`src/rtl/v850_pkg.sv`:
```
// Shared V850 fetch-path constants and the prefetch control state encoding.
package v850_pkg;

    localparam int unsigned PC_W  = 25;
    localparam int unsigned HW_W  = 16;
    localparam int unsigned WIN_N = 4;
    localparam int unsigned WIN_W = WIN_N * HW_W;

    typedef enum logic [1:0] {
        ST_IDLE        = 2'd0,
        ST_REQ         = 2'd1,
        ST_REQ_DISCARD = 2'd2
    } pf_state_e;

endpackage

```
`src/rtl/hw_ring_buf.sv`:
```
// Halfword ring buffer: 0/1/2-halfword write per cycle, 4-halfword read window.
module hw_ring_buf
    import v850_pkg::*;
#(
    parameter int unsigned DEPTH = 8,
    localparam int unsigned AW   = $clog2(DEPTH),
    localparam int unsigned CW   = $clog2(DEPTH) + 1
) (
    input  logic              clk,
    input  logic              rst_n,
    input  logic              clr_i,
    input  logic [1:0]        wr_cnt_i,
    input  logic [2*HW_W-1:0] wr_data_i,
    input  logic [2:0]        pop_i,
    output logic [CW-1:0]     count_o,
    output logic [WIN_W-1:0]  win_o,
    output logic [2:0]        win_valid_o
);

    logic [HW_W-1:0] mem_q [DEPTH];
    logic [AW-1:0]   rd_ptr_q, wr_ptr_q;
    logic [CW-1:0]   count_q;

    always_ff @(posedge clk or negedge rst_n) begin
        if (!rst_n) begin
            rd_ptr_q <= '0;
            wr_ptr_q <= '0;
            count_q  <= '0;
        end else if (clr_i) begin
            rd_ptr_q <= '0;
            wr_ptr_q <= '0;
            count_q  <= '0;
        end else begin
            rd_ptr_q <= rd_ptr_q + AW'(pop_i);
            wr_ptr_q <= wr_ptr_q + AW'(wr_cnt_i);
            count_q  <= count_q + CW'(wr_cnt_i) - CW'(pop_i);
        end
    end

    // A single-halfword write is the odd-start case and carries the upper half.
    always_ff @(posedge clk) begin
        if (!clr_i) begin
            if (wr_cnt_i == 2'd1) begin
                mem_q[wr_ptr_q] <= wr_data_i[2*HW_W-1:HW_W];
            end else if (wr_cnt_i == 2'd2) begin
                mem_q[wr_ptr_q]               <= wr_data_i[HW_W-1:0];
                mem_q[AW'(wr_ptr_q + AW'(1))] <= wr_data_i[2*HW_W-1:HW_W];
            end
        end
    end

    always_comb begin
        win_o = '0;
        for (int i = 0; i < WIN_N; i++) begin
            if (CW'(i) < count_q) begin
                win_o[i*HW_W +: HW_W] = mem_q[AW'(rd_ptr_q + AW'(i))];
            end
        end
    end

    assign win_valid_o = (count_q >= CW'(WIN_N)) ? 3'(WIN_N) : 3'(count_q);
    assign count_o     = count_q;

endmodule

```
`src/rtl/instr_prefetch_queue.sv`:
```
// Instruction prefetch queue: fetches 32-bit pairs into a halfword ring and
// presents a 4-halfword decode window; handles flush/redirect mid-request.
module instr_prefetch_queue #(
    parameter int unsigned DEPTH = 8,
    parameter int unsigned PC_W  = v850_pkg::PC_W
) (
    input  logic            clk,
    input  logic            rst_n,
    input  logic            flush_i,
    input  logic [PC_W-1:0] flush_pc_i,
    output logic            mem_req_o,
    output logic [PC_W-1:0] mem_addr_o,
    input  logic            mem_ack_i,
    input  logic [31:0]     mem_rdata_i,
    output logic [63:0]     win_o,
    output logic [2:0]      win_valid_o,
    output logic [PC_W-1:0] win_pc_o,
    input  logic [2:0]      pop_i
);
    import v850_pkg::*;

    localparam int unsigned CW = $clog2(DEPTH) + 1;

    pf_state_e       state_q, state_d;
    logic            mem_req_q, mem_req_d;
    logic [PC_W-1:0] mem_addr_q, mem_addr_d;
    logic [PC_W-1:0] fetch_q, fetch_d;
    logic [PC_W-1:0] win_pc_q, win_pc_d;
    logic            odd_q, odd_d;

    logic [1:0]      wr_cnt;
    logic [2:0]      popped;
    logic [2:0]      ring_pop;
    logic [CW-1:0]   count;
    logic [CW-1:0]   count_nxt;
    logic [2:0]      win_valid;

    assign popped   = (pop_i > win_valid) ? win_valid : pop_i;
    assign ring_pop = flush_i ? 3'd0 : popped;

    always_ff @(posedge clk or negedge rst_n) begin
        if (!rst_n) begin
            state_q    <= ST_IDLE;
            mem_req_q  <= 1'b0;
            mem_addr_q <= '0;
            fetch_q    <= '0;
            win_pc_q   <= '0;
            odd_q      <= 1'b0;
        end else begin
            state_q    <= state_d;
            mem_req_q  <= mem_req_d;
            mem_addr_q <= mem_addr_d;
            fetch_q    <= fetch_d;
            win_pc_q   <= win_pc_d;
            odd_q      <= odd_d;
        end
    end

    // fetch_q is the outstanding address in REQ, the redirect target in REQ_DISCARD.
    always_comb begin
        state_d    = state_q;
        mem_req_d  = mem_req_q;
        mem_addr_d = mem_addr_q;
        fetch_d    = fetch_q;
        win_pc_d   = win_pc_q + PC_W'(popped);
        odd_d      = odd_q;
        wr_cnt     = 2'd0;
        count_nxt  = count;

        case (state_q)
            ST_REQ: begin
                if (mem_ack_i && !flush_i) begin
                    wr_cnt  = odd_q ? 2'd1 : 2'd2;
                    odd_d   = 1'b0;
                    fetch_d = fetch_q + PC_W'(2);
                end
            end
            default: ;
        endcase

        if (flush_i) begin
            fetch_d   = {flush_pc_i[PC_W-1:1], 1'b0};
            win_pc_d  = flush_pc_i;
            odd_d     = flush_pc_i[0];
            count_nxt = '0;
        end else begin
            count_nxt = count + CW'(wr_cnt) - CW'(popped);
        end

        if (state_q == ST_IDLE || mem_ack_i) begin
            if (count_nxt <= CW'(DEPTH - 2)) begin
                state_d    = ST_REQ;
                mem_req_d  = 1'b1;
                mem_addr_d = fetch_d;
            end else begin
                state_d   = ST_IDLE;
                mem_req_d = 1'b0;
            end
        end else if (flush_i) begin
            state_d = ST_REQ_DISCARD;
        end
    end

    hw_ring_buf #(.DEPTH(DEPTH)) u_ring (
        .clk         (clk),
        .rst_n       (rst_n),
        .clr_i       (flush_i),
        .wr_cnt_i    (wr_cnt),
        .wr_data_i   (mem_rdata_i),
        .pop_i       (ring_pop),
        .count_o     (count),
        .win_o       (win_o),
        .win_valid_o (win_valid)
    );

    assign mem_req_o   = mem_req_q;
    assign mem_addr_o  = mem_addr_q;
    assign win_pc_o    = win_pc_q;
    assign win_valid_o = win_valid;

endmodule

```
`config.mk`:
```
export PLATFORM = sky130hd
export DESIGN_NAME = instr_prefetch_queue
export DESIGN_NICKNAME = d
export VERILOG_FILES = /design/src/rtl/v850_pkg.sv /design/src/rtl/hw_ring_buf.sv /design/src/rtl/instr_prefetch_queue.sv
export SDC_FILE = /design/constraint.sdc
export NUM_CORES = 1
export LEC_CHECK = 0
export CAP_MARGIN = 40
export CORE_MARGIN = 2
export CORE_UTILIZATION = 35
export CTS_CLUSTER_DIAMETER = 150
export DETAILED_ROUTE_END_ITERATION = 7
export PLACE_DENSITY = 0.54
export SLEW_MARGIN = 0
export SYNTH_ARGS = -nofsm -noshare
export SYNTH_HDL_FRONTEND = slang
export SYNTH_HIERARCHICAL = 1
export SYNTH_SLANG_ARGS = --single-unit
```
`constraint.sdc`:
```
create_clock -name clk -period 7.6 [get_ports clk]
set_clock_uncertainty 0.05 [all_clocks]
set_input_delay 1.52 -clock clk [delete_from_list [all_inputs] [get_ports clk]]
set_output_delay 1.52 -clock clk [all_outputs]
set_load 0.1 [all_outputs]
```
; Word-level counts from Yosys, hierarchy flattened
; Memories as Yosys holds them, arrays and structs flattened.
; Index checks and enable logic that the tools add are counted.
[word_totals]
regBits = 89
ramBits = 128
in_bits = 64
out_inout_bits = 118
word_cells = 74
mem_count = 1
[op_classes]
add_sub_neg = 11
order_cmp = 7
n_eq_ne = 3
n_mux = 33
bitwise_logic = 1
reduce_logical = 9
[memory_table]
columns = memory, depth, word_bits, rd, rd_clocked_by_memory_dff, wr, line
row1 = u_ring.mem_q, 8, 16, 4, 0, 2, hw_ring_buf.sv:20  ; logic [HW_W-1:0] mem_q [DEPTH];
[op_table]
columns = cell, n
row1 = $mux W25, 4
row2 = $mux W16, 5
row3 = $add A25 B2 Y25 const B, 1
row4 = $add A25 B3 Y25, 1
row5 = $mux W3, 5
row6 = $mux W1, 12
row7 = $mux W2, 5
row8 = $lt A1 B4 Y1 const A, 2
row9 = $lt A2 B4 Y1 const A, 2
row10 = $mux W4, 2
row11 = $sub A4 B3 Y4, 2
row12 = $add A3 B1 Y3 const B, 2
row13 = $add A3 B2 Y3 const B, 2
row14 = $reduce_bool A2 Y1, 3
row15 = $add A4 B2 Y4, 1
row16 = $eq A2 B1 Y1 const B, 2
row17 = $ge A4 B3 Y1 const B, 1
row18 = $le A4 B3 Y1 const B, 1
row19 = $reduce_and A2 Y1, 2
row20 = $add A3 B2 Y3, 1
row21 = $add A3 B3 Y3, 1
row22 = $gt A3 B3 Y1, 1
row23 = $eq A2 B2 Y1 const B, 1
row24 = $logic_not A2 Y1, 1
row25 = 4 further kinds, 4

; Logic depth before layout (Yosys ltp)
[depth]
ltp_word = 10
mapped_depth = 18
depth_no_buf = 17

; Hierarchy
; The synthesis kept the hierarchy.
[modules_own_cells]
columns = mod, n_inst, cells_per_inst, area_each_um2, seq_area_each_um2
row1 = hw_ring_buf, 1, 734, 9577.9, 4093.9
row2 = instr_prefetch_queue, 1, 418, 4415.5, 1976.9

; Worst setup path before layout
; OpenSTA, ideal clock, no wires.
[synth_path]
path_type = flip-flop to flip-flop
start = register u_ring.count_q[3] (netlist: u_ring/count_o[3])
end = register mem_addr_q[0] (netlist: mem_addr_o[0])
setup_ns = 0.126
arrival_time_ns = 6.501
required_time_ns = 7.424
setup_slack_ns = 0.923
stages_incl_launch_ff = 19
n_path_buf = 1
synth_period_minus_slack_ns = 6.677
path_cell_list = dfrtp_1 -> nor2_1 -> clkinv_1 -> nor2_1 -> inv_1 -> ha_1 -> nor2b_1 -> o21ai_0 -> a32oi_1 -> mux2_2 -> fa_1 -> inv_1 -> ha_1 -> a21o_1 -> a21oi_1 -> xnor2_1 -> o221ai_2 -> buf_2 -> mux2_2
[synth_via]
elab_chain_cells = 8
elab_cells_between_ends = 9
classes_between = add/sub: 2 / order compare: 3 / mux: 3 / reduce/logical: 1
[synth_rtl]
columns = element, line
row1 = "start, declared", hw_ring_buf.sv:22  ; logic [CW-1:0] count_q;
row2 = "start signal, assigned", hw_ring_buf.sv:36  ; count_q <= count_q + CW'(wr_cnt_i) - CW'(pop_i);
row3 = $ge A4 B3 Y1 (*), hw_ring_buf.sv:61  ; assign win_valid_o = (count_q >= CW'(WIN_N)) ? 3'(WIN_N) : 3'(count_q);
row4 = $mux W3 (*), hw_ring_buf.sv:61
row5 = net win_valid_o[2], instr_prefetch_queue.sv:16  ; output logic [2:0] win_valid_o,
row6 = $gt A3 B3 Y1, instr_prefetch_queue.sv:38  ; assign popped = (pop_i > win_valid) ? win_valid : pop_i;
row7 = $mux W3 (*), instr_prefetch_queue.sv:38
row8 = $sub A4 B3 Y4 (*), instr_prefetch_queue.sv:87  ; count_nxt = count + CW'(wr_cnt) - CW'(popped);
row9 = $mux W4 (*), instr_prefetch_queue.sv:81  ; if (flush_i) begin
row10 = $le A4 B3 Y1 (*), instr_prefetch_queue.sv:91  ; if (count_nxt <= CW'(DEPTH - 2)) begin
row11 = $reduce_and A2 Y1 (no line) (*), -
row12 = "end signal, assigned", instr_prefetch_queue.sv:52  ; mem_addr_q <= mem_addr_d;
row13 = "end, declared", instr_prefetch_queue.sv:26  ; logic [PC_W-1:0] mem_addr_q, mem_addr_d;
; The timed path passes the listed nets; every way through them passes the cells marked *.
; A chain may end at the register's enable or synchronous reset.

; Worst setup path in the final report
[layout_path]
start = register u_ring.rd_ptr_q[0]
end = output win_o[63]
[layout_via]
elab_chain_cells = 3
[layout_rtl]
columns = element, line
row1 = "start, declared", hw_ring_buf.sv:21  ; logic [AW-1:0] rd_ptr_q, wr_ptr_q;
row2 = "start signal, assigned", hw_ring_buf.sv:34  ; rd_ptr_q <= rd_ptr_q + AW'(pop_i);
row3 = $add A3 B2 Y3, hw_ring_buf.sv:56  ; win_o[i*HW_W +: HW_W] = mem_q[AW'(rd_ptr_q + AW'(i))];
row4 = $mem_v2 Z8 W16, -
row5 = $mux W16, hw_ring_buf.sv:55  ; if (CW'(i) < count_q) begin
row6 = "end, declared", instr_prefetch_queue.sv:15  ; output logic [63:0] win_o,
; Every way passes these cells.

==> metrics <==
#FFs+latches synth 217; layout cells sized above 1 0.224; largest net degree at the start of global routing 56; RSZ-0062 raised after global routing false; die width 204 µm; WL per Instance 22.7 µm; Slew Viols, Final 0; core box area 39,600 µm²; Nets 1,531; Initial Utilization 0.353; gpl congestion 0.803; Critical Path RT 6030 ps; WL met3 2570 µm; outcome finished, final reports clean; Slew @ Worst Pin 875 ps; clock-pin slew on the worst setup and hold paths 60 ps; Place WS 2010 ps; crit path kind flop to output pin; final wirelength 45,100 µm; Post-Syn Area 14,000 µm²; clock sink total 217; Synth cell types 67; # rows 73; gr usage total 0.217; first-pass GRT wire length 69,200 µm; Port Buf Inserts 181; Clk Latency, worst-skew pair 560 ps; Hold EP mem_addr_o[19]; Post-DRT Antenna Nets 0; R2R cell count 18; reg2reg end mem_addr_o[20]; M1 WL 19,600 µm; maximum clock insertion buffer count 3; IO Pins 182; final hold violations 0; Post-CTS Setup Inserts 0; critical hold path startpoint mem_addr_o[19]; EDFF count, synth 128; met2 WL 21,700 µm; 1st-pass router iterations 5; htree depth 1; highest routed layer met5; GRT overflow 0; area delta synth->final 37.2%; min cycle time layout 5400 ps; post-synthesis sequential area ratio 0.434; f_max 185 MHz; vias in the first global route 11,500; TritonCTS clock tree done; mean area per synthesized cell 12.1 µm²; Synth warnings 6; hold buffers post-CTS 0; critical path arrival 3830 ps; Max Cap Viol 0; Vias per Instance 5.58; worst-path fanout max 36; Setup Viol. Count Final 0; worst hold path class flop to flop; Startpoint Class flop; number of gates resized after cts 0; Final WS setup 2200 ps; RR Startpoint u_ring/count_o[3]; Final TNS setup 0 ps; Hold Worst Slack 462 ps; # DRC 0; chip height 204 µm; hold depth 1; Slew headroom 0.415; HPWL after DPL 31,100 µm; ys flop type edfxtp_1; Via Count 11,100; CTS root buf clkbuf_16; Async SR Flop Fraction 0.410; Iteration-0 DRC Markers 700; initial antenna violation count 4; fin crit share 0.711; FF-to-FF setup slack 2520 ps; Num CTS Buffers 27; Critical Path End Type output pin; syn nets 1,245; die area 41,600 µm²; synthesized instance count 1,152
-- layout make-up --
type / instances / area [µm²]
Tap cell: 525 / 657
Multi-Input combinational cell: 804 / 7350
Inverter: 53 / 199
Antenna cell: 3 / 7.51
Fill cell: 3535 / 20400
Clock buffer: 37 / 753
Sequential cell: 217 / 6070
Timing Repair Buffer: 335 / 4030
Clock inverter: 13 / 133
-- through the flow --
step                cell area (µm²)   util  cells
floorplan                     14000      -   1152
global placement              16300  0.411   1809
detailed placement            18300  0.462   1934
CTS                           19200  0.484   1984
global route                  19200  0.484   1984
finish                        19200  0.485   1987
-- cells by family after synthesis --
logic type               count (synthesis)  share of synthesized area
adder cells (fa/ha/maj)                 29                     0.0297
AO/OA/AOI/OAI                          201                      0.101
AND/OR/NAND/NOR                        187                     0.0773
buffers and inverters                  131                     0.0434
flip-flops                             217                      0.434
XOR/XNOR                                45                     0.0282
multiplexers                           342                      0.286
-- sequential cells by signal, indices dropped and copies added, names as in the netlist --
name and flops:
u_ring/mem_q 128, mem_addr_o 25, u_ring/rd_ptr_q 3, mem_req_o 1
u_ring/count_o 4, odd_q 1, u_ring/wr_ptr_q 3, state_q 2
fetch_q 25, win_pc_o 25
-- placed cells by master, fill, tap and decap left out, types with 37 or more instances in the layout --
| master | instances |
|---|---|
| o22ai_1 | 64 |
| mux2_2 | 67 |
| dfrtp_1 | 88 |
| nor2_1 | 37 |
| buf_8 | 112 |
| inv_1 | 51 |
| edfxtp_1 | 128 |
| mux4_2 | 40 |
| clkdlybuf4s50_1 | 179 |
| mux2i_1 | 235 |
-- worst max-delay path, stage by stage, from the launching register on --
cell and delay (ps):
dfrtp_4 780, inv_1 170, ha_4 210, xor2_1 210, nand2_1 560, o2bb2ai_1 530, clkdlybuf4s50_1 590, buf_8 200
-- metal layers --
metal	up-vias	GRT usage
met4	2	0.0637
li1	5028	-
met1	5600	0.283
met2	385	0.368
met5	-	0
met3	68	0.0370
-- cells in the mapped netlist, types with 4 or more instances --
master | n | area share
a21o_1 | 4 | 0.0021
nor2_1 | 39 | 0.010
dfrtp_1 | 89 | 0.16
nor2b_1 | 9 | 0.0040
ha_1 | 22 | 0.020
a22o_1 | 8 | 0.0050
buf_6 | 6 | 0.0048
o2bb2ai_1 | 24 | 0.015
o21ai_0 | 19 | 0.0068
a21boi_0 | 5 | 0.0027
buf_4 | 9 | 0.0048
mux4_2 | 40 | 0.064
nand2_1 | 33 | 0.0089
nand3_1 | 22 | 0.0079
clkbuf_1 | 31 | 0.0083
a31oi_1 | 5 | 0.0022
buf_2 | 29 | 0.010
mux2_2 | 67 | 0.054
nor3_1 | 6 | 0.0021
mux2i_1 | 235 | 0.17
o22ai_1 | 64 | 0.029
fa_1 | 7 | 0.010
o21a_1 | 34 | 0.018
a21oi_1 | 10 | 0.0036
o31a_1 | 9 | 0.0056
xnor2_1 | 25 | 0.016
edfxtp_1 | 128 | 0.27
xor2_1 | 20 | 0.013
nand4b_1 | 4 | 0.0025
and2_1 | 6 | 0.0027
nand2b_1 | 10 | 0.0045
nand4_1 | 13 | 0.0058
nor4_1 | 14 | 0.0063
and4_1 | 7 | 0.0044
inv_1 | 51 | 0.014
-- worst max-delay path by stage --
stage	from	end	slack, ps	depth (start not counted)
finish	u_ring/rd_ptr_q[0]	win_o[63]	2200	7
global route	u_ring/count_o[3]	mem_addr_o[22]	2110	18
CTS	u_ring/rd_ptr_q[0]	win_o[63]	2250	7
detailed placement	pop_i[1]	mem_addr_o[12]	2010	15
global placement	pop_i[1]	mem_addr_o[4]	2040	15
floorplan	u_ring/count_o[3]	mem_addr_o[0]	920	18
Power is left out: the tool's default activity adds up to more than one toggle a clock period on the data nets, which glitch-free logic cannot reach.
